==> config.mk <==
export PLATFORM = sky130hd
export DESIGN_NAME = timer_multi
export DESIGN_NICKNAME = d
export VERILOG_FILES = /design/src/rtl/timer_pkg.sv /design/src/rtl/timer_channel.sv /design/src/rtl/timer_multi.sv
export SDC_FILE = /design/constraint.sdc
export NUM_CORES = 1
export LEC_CHECK = 0
export BUFFER_PORTS_ARGS = -buffer_cell sky130_fd_sc_hd__buf_2
export CORE_ASPECT_RATIO = 1.4
export CORE_UTILIZATION = 62
export CTS_BUF_LIST = sky130_fd_sc_hd__clkbuf_8
export CTS_CLUSTER_SIZE = 25
export DETAILED_ROUTE_END_ITERATION = 6
export GPL_TIMING_DRIVEN = 1
export PLACE_DENSITY_LB_ADDON = 0.25
export SLEW_MARGIN = 20
export SYNTH_ARGS = -nofsm -noshare
export SYNTH_HDL_FRONTEND = slang
export SYNTH_SLANG_ARGS = --single-unit
==> constraint.sdc <==
create_clock -name clk -period 7 [get_ports clk]
set_clock_uncertainty 0.2 [all_clocks]
set_input_delay 1.05 -clock clk [delete_from_list [all_inputs] [get_ports clk]]
set_output_delay 1.05 -clock clk [all_outputs]
set_load 0.05 [all_outputs]
==> src/rtl/timer_pkg.sv <==
// Shared register map, CTRL bit positions and decode helpers for the multi-channel timer.
package timer_pkg;

    localparam logic [4:0]  OFF_COUNT   = 5'h00;
    localparam logic [4:0]  OFF_CTRL    = 5'h04;
    localparam logic [4:0]  OFF_COMPARE = 5'h08;
    localparam logic [4:0]  OFF_PRESC   = 5'h0C;
    localparam logic [4:0]  OFF_CAPTURE = 5'h10;
    localparam logic [31:0] OFF_STATUS  = 32'h0000_0100;

    localparam logic [31:0] CH_STRIDE = 32'h0000_0020;
    localparam int          CH_SHIFT  = $clog2(CH_STRIDE);

    localparam int CTRL_EN = 0;
    localparam int CTRL_AR = 1;
    localparam int CTRL_IE = 2;
    localparam int CTRL_W  = 3;

    typedef struct packed {
        logic count;
        logic ctrl;
        logic compare;
        logic presc;
    } ch_wr_t;

    typedef enum logic [2:0] {
        REG_COUNT,
        REG_CTRL,
        REG_COMPARE,
        REG_PRESC,
        REG_CAPTURE,
        REG_NONE
    } reg_sel_e;

    // Channel registers live in 0x000-0x0FF; anything above is global or unmapped.
    function automatic reg_sel_e decode_reg(input logic [31:0] addr);
        reg_sel_e sel;
        sel = REG_NONE;
        if (addr[31:8] == 24'h0) begin
            case (addr[4:0])
                OFF_COUNT:   sel = REG_COUNT;
                OFF_CTRL:    sel = REG_CTRL;
                OFF_COMPARE: sel = REG_COMPARE;
                OFF_PRESC:   sel = REG_PRESC;
                OFF_CAPTURE: sel = REG_CAPTURE;
                default:     sel = REG_NONE;
            endcase
        end
        return sel;
    endfunction

    function automatic logic [2:0] decode_ch(input logic [31:0] addr);
        return addr[CH_SHIFT +: 3];
    endfunction

endpackage

==> src/rtl/timer_channel.sv <==
// One timer channel: prescaler, counter, compare/auto-reload and optional input capture.
// Capture logic is present only when TIMER_CAPTURE_EN is defined.
module timer_channel
    import timer_pkg::*;
#(
    parameter int               CNT_W    = 32,
    parameter int               PRESC_W  = 16,
    parameter logic [CTRL_W-1:0] RST_CTRL = '0
) (
    input  logic               clk,
    input  logic               n_rst,
    input  logic               clk_enable_i,
    input  ch_wr_t             wr_i,
    input  logic [31:0]        wdata_i,
`ifdef TIMER_CAPTURE_EN
    input  logic               capture_i,
`endif
    output logic [CNT_W-1:0]   count_o,
    output logic [CTRL_W-1:0]  ctrl_o,
    output logic [CNT_W-1:0]   compare_o,
    output logic [PRESC_W-1:0] presc_o,
    output logic [CNT_W-1:0]   capture_o,
    output logic               match_o,
    output logic               capture_evt_o
);

    logic [PRESC_W-1:0] pcnt_q, pcnt_d;
    logic [PRESC_W-1:0] presc_q, presc_d;
    logic [CNT_W-1:0]   count_q, count_d;
    logic [CNT_W-1:0]   compare_q, compare_d;
    logic [CTRL_W-1:0]  ctrl_q, ctrl_d;
    logic               tick;
    logic               hit;

    always_comb begin
        tick = ctrl_q[CTRL_EN] && (pcnt_q == presc_q);
        hit  = tick && !wr_i.count && (count_q == compare_q);

        pcnt_d = pcnt_q;
        if (ctrl_q[CTRL_EN]) begin
            pcnt_d = tick ? '0 : pcnt_q + 1'b1;
        end
        if (wr_i.presc) begin
            pcnt_d = '0;
        end

        // A bus write to COUNT overrides whatever the tick would have done.
        count_d = count_q;
        if (wr_i.count) begin
            count_d = wdata_i[CNT_W-1:0];
        end else if (tick) begin
            count_d = (hit && ctrl_q[CTRL_AR]) ? '0 : count_q + 1'b1;
        end

        ctrl_d    = wr_i.ctrl    ? wdata_i[CTRL_W-1:0]  : ctrl_q;
        compare_d = wr_i.compare ? wdata_i[CNT_W-1:0]   : compare_q;
        presc_d   = wr_i.presc   ? wdata_i[PRESC_W-1:0] : presc_q;
    end

    always_ff @(posedge clk or negedge n_rst) begin
        if (!n_rst) begin
            pcnt_q    <= '0;
            presc_q   <= '0;
            count_q   <= '0;
            compare_q <= '1;
            ctrl_q    <= RST_CTRL;
        end else if (clk_enable_i) begin
            pcnt_q    <= pcnt_d;
            presc_q   <= presc_d;
            count_q   <= count_d;
            compare_q <= compare_d;
            ctrl_q    <= ctrl_d;
        end
    end

    assign count_o   = count_q;
    assign ctrl_o    = ctrl_q;
    assign compare_o = compare_q;
    assign presc_o   = presc_q;
    assign match_o   = hit;

`ifdef TIMER_CAPTURE_EN
    // sync_q[0..1] form the two-flop synchroniser, sync_q[2] holds the previous sample.
    logic [2:0]       sync_q;
    logic [CNT_W-1:0] capture_q;
    logic             cap_edge;

    assign cap_edge = sync_q[1] && !sync_q[2];

    always_ff @(posedge clk or negedge n_rst) begin
        if (!n_rst) begin
            sync_q    <= '0;
            capture_q <= '0;
        end else if (clk_enable_i) begin
            sync_q <= {sync_q[1:0], capture_i};
            if (cap_edge) begin
                capture_q <= count_q;
            end
        end
    end

    assign capture_o     = capture_q;
    assign capture_evt_o = cap_edge;
`else
    assign capture_o     = '0;
    assign capture_evt_o = 1'b0;
`endif

endmodule

==> src/rtl/timer_multi.sv <==
// Multi-channel memory-mapped timer: address decode, read mux, W1C STATUS and registered irq.
// Optional input capture is enabled by defining TIMER_CAPTURE_EN.
module timer_multi
    import timer_pkg::*;
#(
    parameter int N_CH    = 2,
    parameter int CNT_W   = 32,
    parameter int PRESC_W = 16
) (
    input  logic              clk,
    input  logic              n_rst,
    input  logic              clk_enable,
    input  logic              bus_r_en,
    input  logic [31:0]       bus_r_addr,
    output logic [31:0]       bus_r_data,
    input  logic              bus_w_en,
    input  logic [31:0]       bus_w_addr,
    input  logic [31:0]       bus_w_data,
    output logic              irq
`ifdef TIMER_CAPTURE_EN
    ,
    input  logic [N_CH-1:0]   capture_in
`endif
);

    logic [CNT_W-1:0]   ch_count   [N_CH];
    logic [CTRL_W-1:0]  ch_ctrl    [N_CH];
    logic [CNT_W-1:0]   ch_compare [N_CH];
    logic [PRESC_W-1:0] ch_presc   [N_CH];
    logic [CNT_W-1:0]   ch_capture [N_CH];
    ch_wr_t             ch_wr      [N_CH];
    logic [N_CH-1:0]    match_pulse;
    logic [N_CH-1:0]    cap_pulse;
    logic [N_CH-1:0]    ie_vec;

    logic [2*N_CH-1:0]  status_q, status_d;
    logic               irq_q, irq_d;

    logic               wr_go;
    logic [2:0]         w_idx, r_idx;
    reg_sel_e           w_sel, r_sel;

    assign wr_go = clk_enable && bus_w_en;
    assign w_idx = decode_ch(bus_w_addr);
    assign w_sel = decode_reg(bus_w_addr);
    assign r_idx = decode_ch(bus_r_addr);
    assign r_sel = decode_reg(bus_r_addr);

    generate
        for (genvar gi = 0; gi < N_CH; gi++) begin : g_ch
            logic sel_ch;
            assign sel_ch = wr_go && (w_idx == 3'(gi));
            assign ch_wr[gi] = '{
                count:   sel_ch && (w_sel == REG_COUNT),
                ctrl:    sel_ch && (w_sel == REG_CTRL),
                compare: sel_ch && (w_sel == REG_COMPARE),
                presc:   sel_ch && (w_sel == REG_PRESC)
            };
            assign ie_vec[gi] = ch_ctrl[gi][CTRL_IE];

            // Channel 0 powers up enabled so it behaves like the legacy single timer.
            timer_channel #(
                .CNT_W    (CNT_W),
                .PRESC_W  (PRESC_W),
                .RST_CTRL ((gi == 0) ? 3'b001 : 3'b000)
            ) u_ch (
                .clk           (clk),
                .n_rst         (n_rst),
                .clk_enable_i  (clk_enable),
                .wr_i          (ch_wr[gi]),
                .wdata_i       (bus_w_data),
`ifdef TIMER_CAPTURE_EN
                .capture_i     (capture_in[gi]),
`endif
                .count_o       (ch_count[gi]),
                .ctrl_o        (ch_ctrl[gi]),
                .compare_o     (ch_compare[gi]),
                .presc_o       (ch_presc[gi]),
                .capture_o     (ch_capture[gi]),
                .match_o       (match_pulse[gi]),
                .capture_evt_o (cap_pulse[gi])
            );
        end
    endgenerate

    always_comb begin
        logic [2*N_CH-1:0] w1c;
        w1c = '0;
        if (wr_go && (bus_w_addr == OFF_STATUS)) begin
            w1c = bus_w_data[2*N_CH-1:0];
        end
        // New events override a simultaneous clear so no event is lost.
        status_d = (status_q & ~w1c) | {cap_pulse, match_pulse};
        irq_d    = |(status_q[N_CH-1:0] & ie_vec) | |(status_q[2*N_CH-1:N_CH] & ie_vec);
    end

    always_ff @(posedge clk or negedge n_rst) begin
        if (!n_rst) begin
            status_q <= '0;
            irq_q    <= 1'b0;
        end else if (clk_enable) begin
            status_q <= status_d;
            irq_q    <= irq_d;
        end
    end

    assign irq = irq_q;

    always_comb begin
        bus_r_data = '0;
        if (bus_r_en) begin
            if (bus_r_addr == OFF_STATUS) begin
                bus_r_data = 32'(status_q);
            end else begin
                for (int c = 0; c < N_CH; c++) begin
                    if (r_idx == 3'(c)) begin
                        case (r_sel)
                            REG_COUNT:   bus_r_data = 32'(ch_count[c]);
                            REG_CTRL:    bus_r_data = 32'(ch_ctrl[c]);
                            REG_COMPARE: bus_r_data = 32'(ch_compare[c]);
                            REG_PRESC:   bus_r_data = 32'(ch_presc[c]);
                            REG_CAPTURE: bus_r_data = 32'(ch_capture[c]);
                            default:     bus_r_data = '0;
                        endcase
                    end
                end
            end
        end
    end

endmodule

# Yosys cells after proc, flatten, opt, wreduce, memory -nomap -nowiden
# Index checks and enable logic that the tools add are counted.
# classes
n_addsub,4
mul,0
n_div,0
order_cmp,0
n_eq_ne,22
n_shift,0
muxes,23
bitwise_logic,6
reduce_logical,46
# ops
op,n
32-bit 2-to-1 mux,10
32-bit one-hot mux with 4 select lines,2
16-bit 2-to-1 mux,6
32-bit by 1-bit adder with 32-bit output (second input constant),2
32-bit equality test,2
32-bit by 9-bit equality test with 1-bit output (second input constant),2
24-bit zero test,2
16-bit by 1-bit adder with 16-bit output (second input constant),2
16-bit equality test,2
3-bit one-hot mux with 5 select lines,2
5-bit by 4-bit equality test with 1-bit output (second input constant),4
1-bit logical AND,20
2-bit AND reduction,10
3-bit by 1-bit equality test with 1-bit output (second input constant),4
3-bit by 2-bit equality test with 1-bit output (second input constant),4
3-bit zero test,4
5-bit by 3-bit equality test with 1-bit output (second input constant),2
5-bit equality test (second input constant),2
5-bit zero test,2
2-bit nonzero test,4
3-bit 2-to-1 mux,2
2-bit AND,2
4-bit AND,1
4-bit 2-to-1 mux,1
5 further kinds,7
# word_totals
reg_bits,203
latchBits,0
ram_bits,0
mem_bits_ro,0
in_bits,101
output_inout_bits,33
mem_count,0

# Logic depth before layout (Yosys ltp)
# depth
word_depth,12
depth_mapped,10
ltp_nobuf,8

# Hierarchy
# A second synthesis with hierarchy kept.
# unflattened
cells_unflattened,1445
hier_area_um2,13680.6
# by_module_without_submodules
mod,n_inst,cells_per_inst,area_per_inst_um2,seq_area_each_um2
timer_channel (g_ch[0].u_ch),1,579,5736.8,2518.7
timer_channel (g_ch[1].u_ch),1,579,5735.5,2517.4
timer_multi,1,287,2208.4,125.1

# Worst setup path before layout
# Ideal clock, no wire load.
# synth_path
path_kind,input port to output port
from,in bus_r_addr[27]
to,out bus_r_data[3]
arrival_ns,3.792
required_ns,5.750
setup_slack_ns,1.958
stages,9
n_path_buf,2
cell_sequence,nor4_1 -> nand4_1 -> nor2_1 -> nor4bb_1 -> clkbuf_1 -> clkbuf_1 -> o2bb2ai_1 -> a22oi_1 -> o21ai_0
# synth_via
elab_chain_cells,8
word_cells_on_any_way,13
cone_classes,eq/ne: 4; mux: 7; reduce/logical: 2
# synth_lines
item,line,source
start: declaration,timer_multi.sv:14,"input logic [31:0] bus_r_addr,"
24-bit zero test,timer_pkg.sv:39,if (addr[31:8] == 24'h0) begin
3-bit 2-to-1 mux,timer_pkg.sv:39,
3-bit by 2-bit equality test with 1-bit output (tied with other cells),timer_multi.sv:117,case (r_sel)
32-bit one-hot mux with 4 select lines,timer_multi.sv:117,
32-bit 2-to-1 mux (2 in series),timer_multi.sv:116,if (r_idx == 3'(c)) begin
32-bit 2-to-1 mux (*),timer_multi.sv:112,if (bus_r_addr == OFF_STATUS) begin
32-bit 2-to-1 mux (*),timer_multi.sv:111,if (bus_r_en) begin
end: declaration,timer_multi.sv:15,"output logic [31:0] bus_r_data,"
# Every way passes the cells marked *; elsewhere a longest branch is shown, timed or not.

# Final worst setup path
# layout_path
from,in bus_r_addr[9]
to,out bus_r_data[25]
# Same word-level chain as after synthesis.

==> run metrics <==
CTS max path bufs 3; largest net degree at the start of global routing 74; fill cell count 1589; Non-Filler Instances 1740; Initial Utilization 63.1%; Seq/Total Area, Yosys 39.9%; global-route wire length before repair 65500 um; Post-CTS Setup Bufs 0; run status finished clean; f_max 186 MHz; Post-synth EDFFs 0; ys async rst share 100%; CP peak stage delay 720 ps; leakage power 6.01 nW; Final Hold Vio Count 0; Core Box Area 20500 um^2; root buffer cell clkbuf_8; Final Slew Violations 0; post-cts sizing count 0; Worst-path clk slew 60 ps; grt met2 use 61.9%; post-synth top area cell dfrtp_1; fraction of layout cells with a size suffix above 1 26.3%; Die Y 173 um; DRT iter0 DRCs 1257; TNS Setup 0 ps; WP buf/inv 4; Nets 1564; Setup crit start kind primary input; wire per inst 24.5 um; dominant synthesized flop cell dfrtp_1; PD cells 164 nW/um^2; critical path required time 5750 ps; placer congestion estimate 0.972; Cells after Synth 1364; Seq pwr share 50.2%; NetSw 0.586 mW; unique cell type count in the Yosys netlist 72; Tmin final 5380 ps; GRT overflow 0; VDD IR max 138 uV; family with the most delay on the worst path simple AND/OR/NAND/NOR gates; Max Cap Viol 0; CTS tree built; Pint 1.77 mW; Post-CTS Hold Fix Bufs 0; power share of the clock group 44.8%; number of synthesized register bits 203; YS warnings 0; input/output buffers 133; Sink Count 203; Sequential Area 5160 um^2; post-layout util 70.3%; unrepaired setup endpoints after global routing false; Area Overhead vs Synth 11.4%; syn nets 1469; worst hold-check path type reg -> reg; Data arrival, critical path 4130 ps; Placed Instances 1678; Most Crowded Layer GR met2; die width 124 um; combinational power share 5.0%; detailed placement HPWL 30300 um; vias in the first global route 11700; total CTS buffers 35; # H-tree levels 2; sw frac 24.8%; Pwr Total 2.36 mW; M3 GR Usage 10.3%; final antenna-violating net count 0; Slew HR 22.3%; Tot GR Track Use 40.3%; GR Layer Usage met1 48.8%; Crit Path Class in -> out; final period utilization 76.9%; initial antenna violation count 2; Hold WS 295 ps; syn avg cell area 9.48 um^2; slew of the pin with the lowest slew margin 1160 ps; worst skew pair latency 540 ps; Antenna diodes 0; Slowest cell on crit path nor2_2; final wirelength 42700 um; Synth area leaders dfrtp_1 (27%), dfstp_2 (13%), mux2_2 (9.0%); drt pass-1 iters 6; Cell Area, Synth 12900 um^2; Setup crit end kind output pin; DR DRC count 0; # setup viols final 0; area of the multi-input gates 7310 um^2; Yosys top cell area share 26.7%; Die Footprint 21400 um^2; # IOs 134; vias 12200; Crit Path Max Fanout 33; Rows 62; crit-path cells buf_2, nor4_1, nand4_1, nor2_1, nand3_1, buf_4, nor2_2, buf_4, a22oi_1, o22ai_1, buf_2; Vias/cell 7.03
-- metrics by stage --
step                      cell area [um^2]  setup slack, ps
after floorplan                      12900             1960
after global placement               13700             1800
after detailed placement             13700             1720
after CTS                            14400             1710
after global routing                 14400             1380
final                                14400             1620
-- power by group through the flow --
stage | combinational [mW] | clock, mW | sequential (mW)
CTS | 0.113 | 1.06 | 1.19
global route | 0.124 | 1.11 | 1.19
detailed placement | 0.113 | 0 | 1.21
finish | 0.117 | 1.06 | 1.19
floorplan | 0.0270 | 0 | 1.20
global placement | 0.112 | 0 | 1.20
-- logic make-up after synthesis --
kind of cell               Yosys count  synth area share (%)
and+or+nand+nor                    438                  18.3
xor gates and xnor gates            96                  6.56
adders and majority gates            4                 0.387
DFF                                203                  39.9
buffers and inverters              128                  4.05
AOI/OAI and AO/OA                  356                  19.0
muxes                              139                  11.8
-- flip-flops by register name (all words and copies together), names as in the netlist --
signal	count
status_q	4
g_ch.u_ch.pcnt_q	32
g_ch.u_ch.count_o	64
g_ch.u_ch.ctrl_o	6
g_ch.u_ch.compare_o	64
irq	1
g_ch.u_ch.presc_o	32
-- per-layer routing --
metal  routed length [um]  vias up  part of all wire (%)
met4                 3370        2                   7.9
li1                     -     5302                     -
met3                 4180      212                   9.8
met5                   13        -                 0.030
met1                15600     5945                    37
met2                19500      773                    46
-- layout by cell type (no fill, tap or decap), types with 12 or more instances in the layout --
cell type,synthesis,routed
a21o_1,17,17
a21oi_1,46,46
a22o_1,20,20
a22oi_1,67,67
and3_1,23,23
buf_2,19,132
buf_4,1,17
clkbuf_8,0,45
dfrtp_1,138,138
dfstp_2,65,65
inv_1,36,54
mux2_2,103,103
mux2i_1,36,36
nand2_1,99,99
nand3_1,62,62
nand4_1,31,31
nor2_1,73,72
nor3_1,28,27
nor4_1,33,32
o21ai_0,66,65
o22ai_1,25,25
o2bb2ai_1,31,31
or3_1,13,13
or4_1,12,12
xnor2_1,43,43
xor2_1,52,52
-- final cells by class --
class	count	share of cell area, %
Inverter	36	0.938
Timing Repair Buffer	150	5.57
Multi-Input combinational cell	1033	50.8
Sequential cell	203	35.8
Tap cell	256	2.22
Clock inverter	18	0.469
Clock buffer	44	4.21
-- final timing paths --
check / startpoint / to / slack [ps] / depth (start not counted)
setup reg to reg: g_ch[1].u_ch.count_o[2] / g_ch[1].u_ch.count_o[31] / 3500 / 7
max in group asynchronous: n_rst / g_ch[0].u_ch.pcnt_q[2] / 4910 / 2
setup / recovery: bus_r_addr[9] / bus_r_data[25] / 1620 / 11
hold / removal: status_q[1] / status_q[1] / 290 / 2
hold reg to reg: status_q[1] / status_q[1] / 290 / 2
min in group asynchronous: n_rst / g_ch[1].u_ch.presc_o[9] / 330 / 1
-- synth_stat cells, types with 8 or more instances --
cell type and number:
nor2_1 73, nand3_1 62, o211ai_1 11, a22o_1 20
o21a_1 11, dfstp_2 65, or4_1 12, o21ai_0 66
xnor2_1 43, clkbuf_1 63, o2bb2ai_1 31, a21oi_1 46
and3_1 23, mux2_2 103, o21ai_1 8, mux2i_1 36
nand2_1 99, and2_1 8, nand4_1 31, buf_2 19
inv_1 36, dfrtp_1 138, a21o_1 17, nor4_1 33
a22oi_1 67, nor3_1 28, nor3b_1 8, xor2_1 52
or3_1 13, o22ai_1 25
-- worst min-delay path, cell delays in order (launching register included) --
cell	delay, ps
dfrtp_1	360
nand2_1	60
nand2_1	50
(Power assumes the default switching activity.)
